$ cat config.mk
export PLATFORM = sky130hd
export DESIGN_NAME = step_pulse_scheduler
export DESIGN_NICKNAME = d
export VERILOG_FILES = /design/src/rtl/step_pulse_scheduler.sv
export SDC_FILE = /design/constraint.sdc
export NUM_CORES = 1
export LEC_CHECK = 0
export ABC_AREA = 1
export CORE_AREA = 2 2 93 162
export CTS_BUF_LIST = sky130_fd_sc_hd__clkbuf_4
export CTS_CLUSTER_SIZE = 14
export DETAILED_ROUTE_END_ITERATION = 8
export DIE_AREA = 0 0 95 164
export PLACE_DENSITY_LB_ADDON = 0.25
export SLEW_MARGIN = 10
export SYNTH_ARGS = -nofsm -noshare
export SYNTH_HDL_FRONTEND = slang
export SYNTH_SLANG_ARGS = --single-unit
$ cat constraint.sdc
create_clock -name clk -period 3 [get_ports clk]
set_input_delay 0.6 -clock clk [delete_from_list [all_inputs] [get_ports clk]]
set_output_delay 0.6 -clock clk [all_outputs]
set_load 0.005 [all_outputs]
$ cat src/rtl/step_pulse_scheduler.sv
// step_pulse_scheduler: ramps a step/dir stream toward a requested period with pulse-width and dir-setup guarantees.
module step_pulse_scheduler #(
  parameter int WIDTH_WORK = 16,
  parameter int PULSE_W    = 50,
  parameter int DIR_SETUP  = 250,
  parameter int N_MIN      = 100,
  parameter int N_START    = 2000,
  parameter int RAMP_STEP  = 100
) (
  input  logic                  clk,
  input  logic                  rst,
  input  logic                  enable,
  input  logic                  dir_req,
  input  logic [WIDTH_WORK-1:0] period_in,
  input  logic                  period_valid,
  output logic                  drv_step,
  output logic                  drv_dir,
  output logic                  busy,
  output logic [31:0]           position
);
  typedef enum logic [1:0] {IDLE, SETUP, HIGH, LOW} state_t;
  localparam int W1 = WIDTH_WORK + 1;
  state_t state;
  logic [WIDTH_WORK-1:0] target, cur_per, nxt_per, ramped;
  logic [W1-1:0] timer, low_end;
  logic low_done, rise;
  // cur_per times the interval that started at the latest rise; nxt_per is the one after it
  always_comb begin
    ramped   = ({1'b0, nxt_per} > {1'b0, target} + W1'(RAMP_STEP)) ? nxt_per - WIDTH_WORK'(RAMP_STEP) : target;
    low_end  = {1'b0, cur_per} - W1'(PULSE_W + 1);
    low_done = (state == LOW) && (timer == low_end);
    rise     = (state == SETUP && enable && timer == W1'(DIR_SETUP)) ||
               (low_done && enable && target != '0 && dir_req == drv_dir);
  end
  assign busy = state != IDLE;
  always_ff @(posedge clk or posedge rst) begin
    if (rst) begin
      state    <= IDLE;
      drv_step <= 1'b0;
      drv_dir  <= 1'b0;
      position <= '0;
      target   <= '0;
      cur_per  <= WIDTH_WORK'(N_START);
      nxt_per  <= WIDTH_WORK'(N_START);
      timer    <= '0;
    end else begin
      timer <= timer + 1'b1;
      if (period_valid)
        target <= (period_in == '0) ? '0 : (period_in < WIDTH_WORK'(N_MIN)) ? WIDTH_WORK'(N_MIN) : period_in;
      if (rise) begin
        state    <= HIGH;
        drv_step <= 1'b1;
        timer    <= '0;
        position <= drv_dir ? position + 32'd1 : position - 32'd1;
        cur_per  <= nxt_per;
        nxt_per  <= ramped;
      end else begin
        case (state)
          IDLE: if (enable && target != '0) begin
            state   <= SETUP;
            drv_dir <= dir_req;
            nxt_per <= WIDTH_WORK'(N_START);
            timer   <= '0;
          end
          SETUP: if (!enable) state <= IDLE;
          HIGH: if (timer == W1'(PULSE_W - 1)) begin
            drv_step <= 1'b0;
            timer    <= '0;
            state    <= enable ? LOW : IDLE;
          end
          LOW: if (low_done) begin
            timer <= '0;
            if (!enable || target == '0) state <= IDLE;
            else begin
              state   <= SETUP;
              drv_dir <= dir_req;
              nxt_per <= WIDTH_WORK'(N_START);
            end
          end
          default: state <= IDLE;
        endcase
      end
    end
  end
endmodule

# After elaboration in Yosys (flattened, before gate mapping)
# Index checks and enable logic that the tools add are counted.
# totals
regBits	101
in_bits	21
word_cells	84
# op_classes
n_addsub	6
n_lt_le_gt_ge	2
eq_ne	15
n_mux	29
bitwise	1
reduce_logical	23
# ops
operator	n
16-bit 2-to-1 mux	7
17-bit 2-to-1 mux	4
17-bit one-hot mux with 3 select lines	1
32-bit by 1-bit adder with 32-bit output (second input constant)	1
16-bit zero test	2
32-bit 2-to-1 mux	1
16-bit one-hot mux with 2 select lines	1
32-bit by 1-bit subtractor with 32-bit output (second input constant)	1
16-bit by 7-bit adder with 17-bit output (second input constant)	1
17-bit by 1-bit adder with 17-bit output (second input constant)	1
17-bit == test	1
17-bit by 6-bit == test with 1-bit output (second input constant)	1
17-bit by 8-bit == test with 1-bit output (second input constant)	1
16-bit by 17-bit > comparator with 1-bit output	1
16-bit by 6-bit subtractor with 17-bit output (second input constant)	1
16-bit by 7-bit less-than comparator with 1-bit output (second input constant)	1
16-bit nonzero test	1
16-bit by 7-bit subtractor with 16-bit output (second input constant)	1
3-bit != test (second input constant)	5
2-bit 2-to-1 mux	6
2-bit one-hot mux with 4 select lines	1
4-bit AND reduction	2
2-bit nonzero test	4
1-bit logical AND	7
other kinds (13)	23

# Depth between registers and ports, before layout
# Gate-level depths: netlist (run 1).
# depth
word_depth	9
depth_mapped	22
ltp_nobuf	21

# Worst setup path before layout (run 1)
# Ideal clock, no wire load.
# synth_timing
path_kind	register to register
start	register drv_dir
end	register position[23]
setup_time_ns	0.065
t_arrival_ns	2.751
slack_ns	0.184
stages_incl_launch_ff	14
n_path_buf	0
period_less_slack_ns	2.816
path_cell_list	dfrtp_1 -> inv_1 -> ha_1 -> a21oi_1 -> o21ai_0 -> a21oi_1 -> o21bai_1 -> nand2_1 -> nand2_1 -> a21boi_0 -> o21ai_0 -> nand2_1 -> nand3_1 -> nand2_1
# synth_between
elab_chain_len	3
word_cells_on_any_way	4
# synth_lines
element	line_no	source
from (decl)	17	output logic drv_dir,
from (signal assigned)	61	drv_dir <= dir_req;
from (signal assigned)	76	drv_dir <= dir_req;
1-bit == test	33	(low_done && enable && target != '0 && dir_req == drv_dir);
1-bit logical AND	33	
1-bit logical OR	32	rise = (state == SETUP && enable && timer == W1'(DIR_SETUP)) ||
to (signal assigned)	54	position <= drv_dir ? position + 32'd1 : position - 32'd1;
to (decl)	19	output logic [31:0] position
# Parallel ways exist; a longest one is shown, timed or not.
# A chain may end at the register's enable or synchronous reset.

# Worst setup path in the final report (run 1)
# layout_timing
start	register target[2]
end	register nxt_per[1]
# layout_between
elab_chain_len	6
word_cells_on_any_way	16
# layout_lines
element	line_no	source
from (decl)	24	logic [WIDTH_WORK-1:0] target, cur_per, nxt_per, ramped;
from (signal assigned)	49	target <= (period_in == '0) ? '0 : (period_in < WIDTH_WORK'(N_MIN)) ? WIDTH_WORK'(N_MIN) : period_in;
branches (longest 6 deep; another with 16-bit by 7-bit adder with 17-bit output)	-	
to (signal assigned)	44	nxt_per <= WIDTH_WORK'(N_START);
to (signal assigned)	56	nxt_per <= ramped;
to (signal assigned)	62	nxt_per <= WIDTH_WORK'(N_START);
to (decl)	24	
# Parallel ways; which one is timed is not known.

==> results of run 1 <==
layout make-up:
class                           count  area [µm²]  share of cell area
Antenna cell                        1        2.50            0.000275
Clock buffer                        9        67.6             0.00742
Clock inverter                      7        77.6             0.00852
Inverter                          143         546              0.0599
Multi-Input combinational cell    840        4740               0.521
Sequential cell                   101        2540               0.279
Tap cell                          180         225              0.0247
Timing Repair Buffer               90         898              0.0987
flip-flops by register name, indices dropped and copies added (netlist names):
name,cells
target,16
state,2
timer,17
drv_step,1
nxt_per,16
cur_per,16
drv_dir,1
position,32
worst reg2reg max path: stages, from the launching register on:
cell     delay, ns
dfrtp_1       0.41
buf_6         0.12
ha_4          0.14
nand2_4       0.06
nand2_2       0.07
nand2_2       0.07
nor2_4        0.15
nand3_4       0.09
buf_6         0.13
xor2_1        0.14
ha_1          0.34
buf_4         0.15
a21oi_1       0.12
o21ai_1       0.10
a21oi_2       0.16
nand3_1       0.10
nand2_2       0.11
inv_2         0.05
buf_6         0.13
nand2_2       0.06
nand2_2       0.05
nand2_1       0.07
nand2_1       0.04
metal layers:
| metal | share of wire | up-vias |
|---|---|---|
| met4 | 0.035 | 0 |
| met1 | 0.43 | 3303 |
| met3 | 0.024 | 44 |
| li1 | - | 3766 |
| met2 | 0.51 | 120 |
| met5 | 0 | - |
synthesized netlist by cell type (12+ instances only):
master   count
o21ai_0     54
xor2_1      54
nor4_1      12
nand2_1    303
nor2_1      86
nand4_1     22
a21oi_1     43
dfstp_2     12
o21ai_1     32
ha_1        53
dfrtp_1     89
xnor2_1     15
nor3_1      17
inv_1      140
nand3_1     81
where the power goes:
part	internal [mW]	total (mW)	switching, mW	leakage, nW
logic	0.766	2.02	1.25	3.05
registers	1.42	1.49	0.0746	1.26
clock network	0.265	0.774	0.509	0.0777
cell families (layout without fill, tap and decap cells):
group / after synthesis / count (layout) / synth area share
muxes: 1 / 1 / 0.00143
other: 0 / 1 / 0
adders and majority gates: 54 / 54 / 0.0867
DFF: 101 / 101 / 0.323
and+or+nand+nor: 557 / 557 / 0.312
xor gates and xnor gates: 69 / 69 / 0.0767
AOI/OAI and AO/OA: 159 / 159 / 0.112
buffers and inverters: 165 / 249 / 0.0885
worst paths after layout:
kind,start,end,slack (ns),cells after the start
setup / recovery,target[2],nxt_per[1],0.07,22
setup reg to reg,target[2],nxt_per[1],0.07,22
max in group asynchronous,rst,target[4],1.97,3
min in group asynchronous,rst,position[12],0.59,3
hold reg to reg,nxt_per[0],nxt_per[0],0.50,2
hold / removal,nxt_per[0],nxt_per[0],0.50,2
timing repair:
| action | in CTS | in global routing |
|---|---|---|
| pin swaps | 2 | 15 |
| endpoints found under the setup margin | 14 | 21 |
| gates resized for setup | 4 | 37 |
| setup buffers | 2 | 8 |
==> results_dict.tcl, run 1 <==
set metrics [dict create \
    hp-class "flop to flop" \
    postSynth.asyncResetShare 1.00 \
    slew_headroom 0.555 \
    grt_start_max_net_pins 102 \
    vias_per_cell 5.28 \
    hold_violations 0 \
    syn-num-nets 1181 \
    slowest_stage "dfrtp_1" \
    fin_util 0.637 \
    grtUsageMet3 0.0294 \
    cts_root_buf "clkbuf_4" \
    max_freq_mhz 341 \
    drtIter0Drc 295 \
    setup_tns_ns 0 \
    vias 7233 \
    track_usage 0.243 \
    fin_skew_ns 0.0279 \
    ys_seq_area_frac 0.323 \
    rsz0062_at_grt "yes" \
    avgSynthCellArea_um2 7.12 \
    critPathMostFrequentCell "nand2_2" \
    finalInstanceArea_um2 9100 \
    path_max_fanout 7 \
    p_leak_nw 4.39 \
    final_cells 1371 \
    ys_types 47 \
    critPathTopFamily "simple AND/OR/NAND/NOR gates" \
    post-place-ws_ns -0.0490 \
    crit_buf_inv 5 \
    area_delta_synth_final_pct 15.6 \
    drt_wl_total_um 18100 \
    path_class "flop to flop" \
    ir_worst_vdd_v 0.000313 \
    power.density_nw_per_um2 471 \
    cts_sinks 101 \
    numPortBuffers 55 \
    setup-violations-final 0 \
    numCtsBuffers 9 \
    worstPathCellList "buf_6 -> ha_4 -> nand2_4 -> nand2_2 -> nand2_2 -> nor2_4 -> nand3_4 -> buf_6 -> xor2_1 -> ha_1 -> buf_4 -> a21oi_1 -> o21ai_1 -> a21oi_2 -> nand3_1 -> nand2_2 -> inv_2 -> buf_6 -> nand2_2 -> nand2_2 -> nand2_1 -> nand2_1" \
    max_stage_delay_ns 0.41 \
    synthDominantCellAreaShare 0.283 \
    place_congestion 0.912 \
    maxCapViolCount 0 \
    drive_gt1_frac 0.103 \
    synth_ff_type "dfrtp_1" \
    worst_pin_slew_ns 0.662 \
    period_needed_ns 2.93 \
    overflow 0 \
    dp.cells 1344 \
    fin_crit_sh 0.978 \
    grt_pass1_vias 6803 \
    die_w_um 95 \
    start_util 0.551 \
    met2_usage 0.427 \
    final_cell_mix "294 x nand2_1, 136 x inv_1, 88 x dfrtp_1" \
    crit_path_end_kind "flop" \
    finalPower_mw 4.29 \
    ys_ff_latch 101 \
    synth_area_um2 7880 \
    busiest_layer "met2" \
    worstPathArrival_ns 3.31 \
    ys_warn_count 0 \
    htree_levels 3 \
    synth_area_leaders "dfrtp_1 28%, nand2_1 14%, ha_1 8.4%" \
    synth_cells 1106 \
    place_area_um2 8730 \
    synth-edff-count 0 \
    yosys.area.top_type "dfrtp_1" \
    layout_commonest_cell "nand2_1" \
    hold_buffers 0 \
    clk_pin_slew_worst_paths_ns 0.15 \
    num-nets-final 1260 \
    antenna_left 0 \
    grt_pass1_wl_um 30400 \
    io_pins 56 \
    ctsLongestPathBuffers 2 \
    drtPass1Iterations 5 \
    antenna_found_initial 1 \
    hold_ws_ns 0.498 \
    die_y_um 164 \
    drc 0 \
    setup_ws_ns 0.0657 \
    nFillCells 1273 \
    core_area_um2 14300 \
    cp.required_ns 3.37 \
    rows 58 \
    slew_viol_final 0 \
    hpwl_um 14200 \
    clock_latency_ns 0.49 \
    startpoint_type "flop" \
    gr-usage-met1 0.299 \
    wl_per_cell_um 13.2 \
    outcome "completed" \
    die-area_um2 15600 \
    cts_tree "done" \
]
Power figures use the tool's default switching activity.
==> run 2, diff against run 1 <==
--- a/config.mk
+++ b/config.mk
@@ -6,12 +6,12 @@
 export NUM_CORES = 1
 export LEC_CHECK = 0
 export ABC_AREA = 1
-export CORE_AREA = 2 2 93 162
+export CORE_AREA = 2 2 122 124
 export CTS_BUF_LIST = sky130_fd_sc_hd__clkbuf_4
 export CTS_CLUSTER_SIZE = 14
 export DETAILED_ROUTE_END_ITERATION = 8
-export DIE_AREA = 0 0 95 164
-export PLACE_DENSITY_LB_ADDON = 0.25
+export DIE_AREA = 0 0 124 126
+export PLACE_DENSITY = 0.79
 export SLEW_MARGIN = 10
 export SYNTH_ARGS = -nofsm -noshare
 export SYNTH_HDL_FRONTEND = slang
==> run 2 against run 1 <==
- clock skew decreased by 0.0028 ns
- critical path depth decreased by 4
- combinational power about the same
- die area increased by 0.28%
- final area decreased by 0.82%
- critical endpoint is now nxt_per[5]
- register-to-register slack about the same
- sequential share of layout area increased by 0.22 points
- largest cell class unchanged
- maximum frequency decreased by 0.45%
- largest power group unchanged
- total power decreased by 1.3%
==> results_dict.tcl, run 2 (synthesis results as in run 1) <==
set metrics [dict create \
    path_class "flop to flop" \
    period_needed_ns 2.95 \
    numPortBuffers 55 \
    crit_path_end_kind "flop" \
    wl_met2_um 8330 \
    num-nets-final 1249 \
    antenna_left 0 \
    fin_crit_sh 0.983 \
    vias_per_cell 5.32 \
    fin_skew_ns 0.0251 \
    die_w_um 124 \
    htree_levels 3 \
    clock_latency_ns 0.50 \
    grt_start_max_net_pins 102 \
    io_pins 56 \
    startpoint_type "flop" \
    grt_pass1_wl_um 30800 \
    die_y_um 126 \
    hold_ws_ns 0.498 \
    core_area_um2 14300 \
    grt_pass1_vias 6712 \
    drt_wl_total_um 18400 \
    place_congestion 0.948 \
    largest_register_ffs 32 \
    max_freq_mhz 339 \
    pwr-share-seq 0.354 \
    maxCapViolCount 0 \
    start_util 0.550 \
    worst_pin_slew_ns 0.594 \
    overflow 0 \
    die-area_um2 15600 \
    ir_worst_vdd_v 0.000298 \
    drive_gt1_frac 0.0941 \
    outcome "completed" \
    worstPathArrival_ns 3.35 \
    pwr-share-comb 0.486 \
    finalPower_mw 4.23 \
    drc 0 \
    setup_tns_ns 0 \
    reg_top3 "position: 32 flops, timer: 17 flops" \
    top_register "position" \
    switching_share 0.432 \
    drtIter0Drc 499 \
    hp-class "flop to flop" \
    rsz0062_at_grt "yes" \
    final_cell_mix "294 x nand2_1, 136 x inv_1, 89 x dfrtp_1" \
    antenna_found_initial 1 \
    cts_root_buf "clkbuf_4" \
    path_max_fanout 5 \
    area_delta_synth_final_pct 14.6 \
    track_usage 0.244 \
    setup-violations-final 0 \
    route.met3.wl_um 772 \
    p_int_mw 2.40 \
    pwr-share-clk 0.160 \
    slew_headroom 0.601 \
    clk_pin_slew_worst_paths_ns 0.15 \
    cts_tree "done" \
    top_layer_used "met4" \
    power.density_nw_per_um2 468 \
    slew_viol_final 0 \
    finalInstanceArea_um2 9030 \
    place_area_um2 8680 \
    vias 7251 \
    ctsLongestPathBuffers 2 \
    layout_commonest_cell "nand2_1" \
    met1_length_um 8890 \
    hpwl_um 14000 \
    hold_violations 0 \
    p_leak_nw 4.34 \
    drtPass1Iterations 6 \
    hold_buffers 0 \
    rows 44 \
    cts_sinks 101 \
    cp.required_ns 3.41 \
    wl_per_cell_um 13.5 \
    p_sw_mw 1.82 \
    numCtsBuffers 9 \
]
run 2: cell types whose count changed in the layout (fill, tap and decap cells not counted), moves of 2 or more:
cell	delta
buf_4	-9
buf_6	-5
clkbuf_16	+2
clkbuf_4	+5
inv_6	-4
nand2_2	-2
nand2_4	+2
nand3_1	-2
nand3_2	+3
run 2: worst paths after layout:
path | endpoint | startpoint | slack [ns] | cells past startpoint
min | nxt_per[0] | nxt_per[0] | 0.50 | 2
max | nxt_per[5] | target[2] | 0.05 | 18
max in group asynchronous | cur_per[10] | rst | 2.01 | 3
max reg2reg | nxt_per[5] | target[2] | 0.05 | 18
min in group asynchronous | position[22] | rst | 0.60 | 3
min reg2reg | nxt_per[0] | nxt_per[0] | 0.50 | 2
run 2: power groups by stage:
stage               Clock [mW]  Sequential (mW)  Combinational [mW]
global placement             0             1.51                1.92
floorplan                    0             1.50                1.47
detailed placement           0             1.51                1.95
finish                   0.678             1.49                2.05
global route             0.758             1.51                2.30
CTS                      0.699             1.49                1.96
run 2: through the flow:
stage | util | setup WS [ns] | instances
final | 0.631 | 0.0523 | 1364
after global placement | 0.606 | 0.0255 | 1340
after floorplan | - | 0.184 | 1106
after CTS | 0.615 | 0.00860 | 1356
after detailed placement | 0.606 | -0.139 | 1340
after global routing | 0.631 | -0.197 | 1364
run 2: routing by layer:
layer,global-route usage,vias up
met2,0.385,157
li1,-,3744
met5,0,-
met3,0.0245,23
met4,0.0820,0
met1,0.352,3327
run 2: layout make-up:
class	instances	area, µm²
antenna	1	2.50
clock buffer	14	105
clock inverter	2	11.3
fill	1319	5290
inverter	143	548
multi-input combinational	840	4740
sequential	101	2540
tap	184	230
timing repair buffer	79	845
run 2: critical path: stages (launching register included):
cell       delay [ns]
dfrtp_1          0.42
ha_2             0.21
nand2_2          0.08
nand2_2          0.07
nand2_2          0.07
nor2_4           0.13
nand3_2          0.10
buf_6            0.14
xor2_2           0.14
ha_1             0.34
nand4_1          0.11
nor4_2           0.31
nand3b_1         0.13
nand3_2          0.11
nand2_4          0.10
clkbuf_16        0.18
nand2_1          0.06
nand3_1          0.07
o21ai_0          0.10
run 2: what timing repair did:
item	in CTS	in global routing
gates resized for setup	3	37
setup endpoints to repair	16	20
setup buffers	0	5
cloned	0	2
pin swaps	0	13
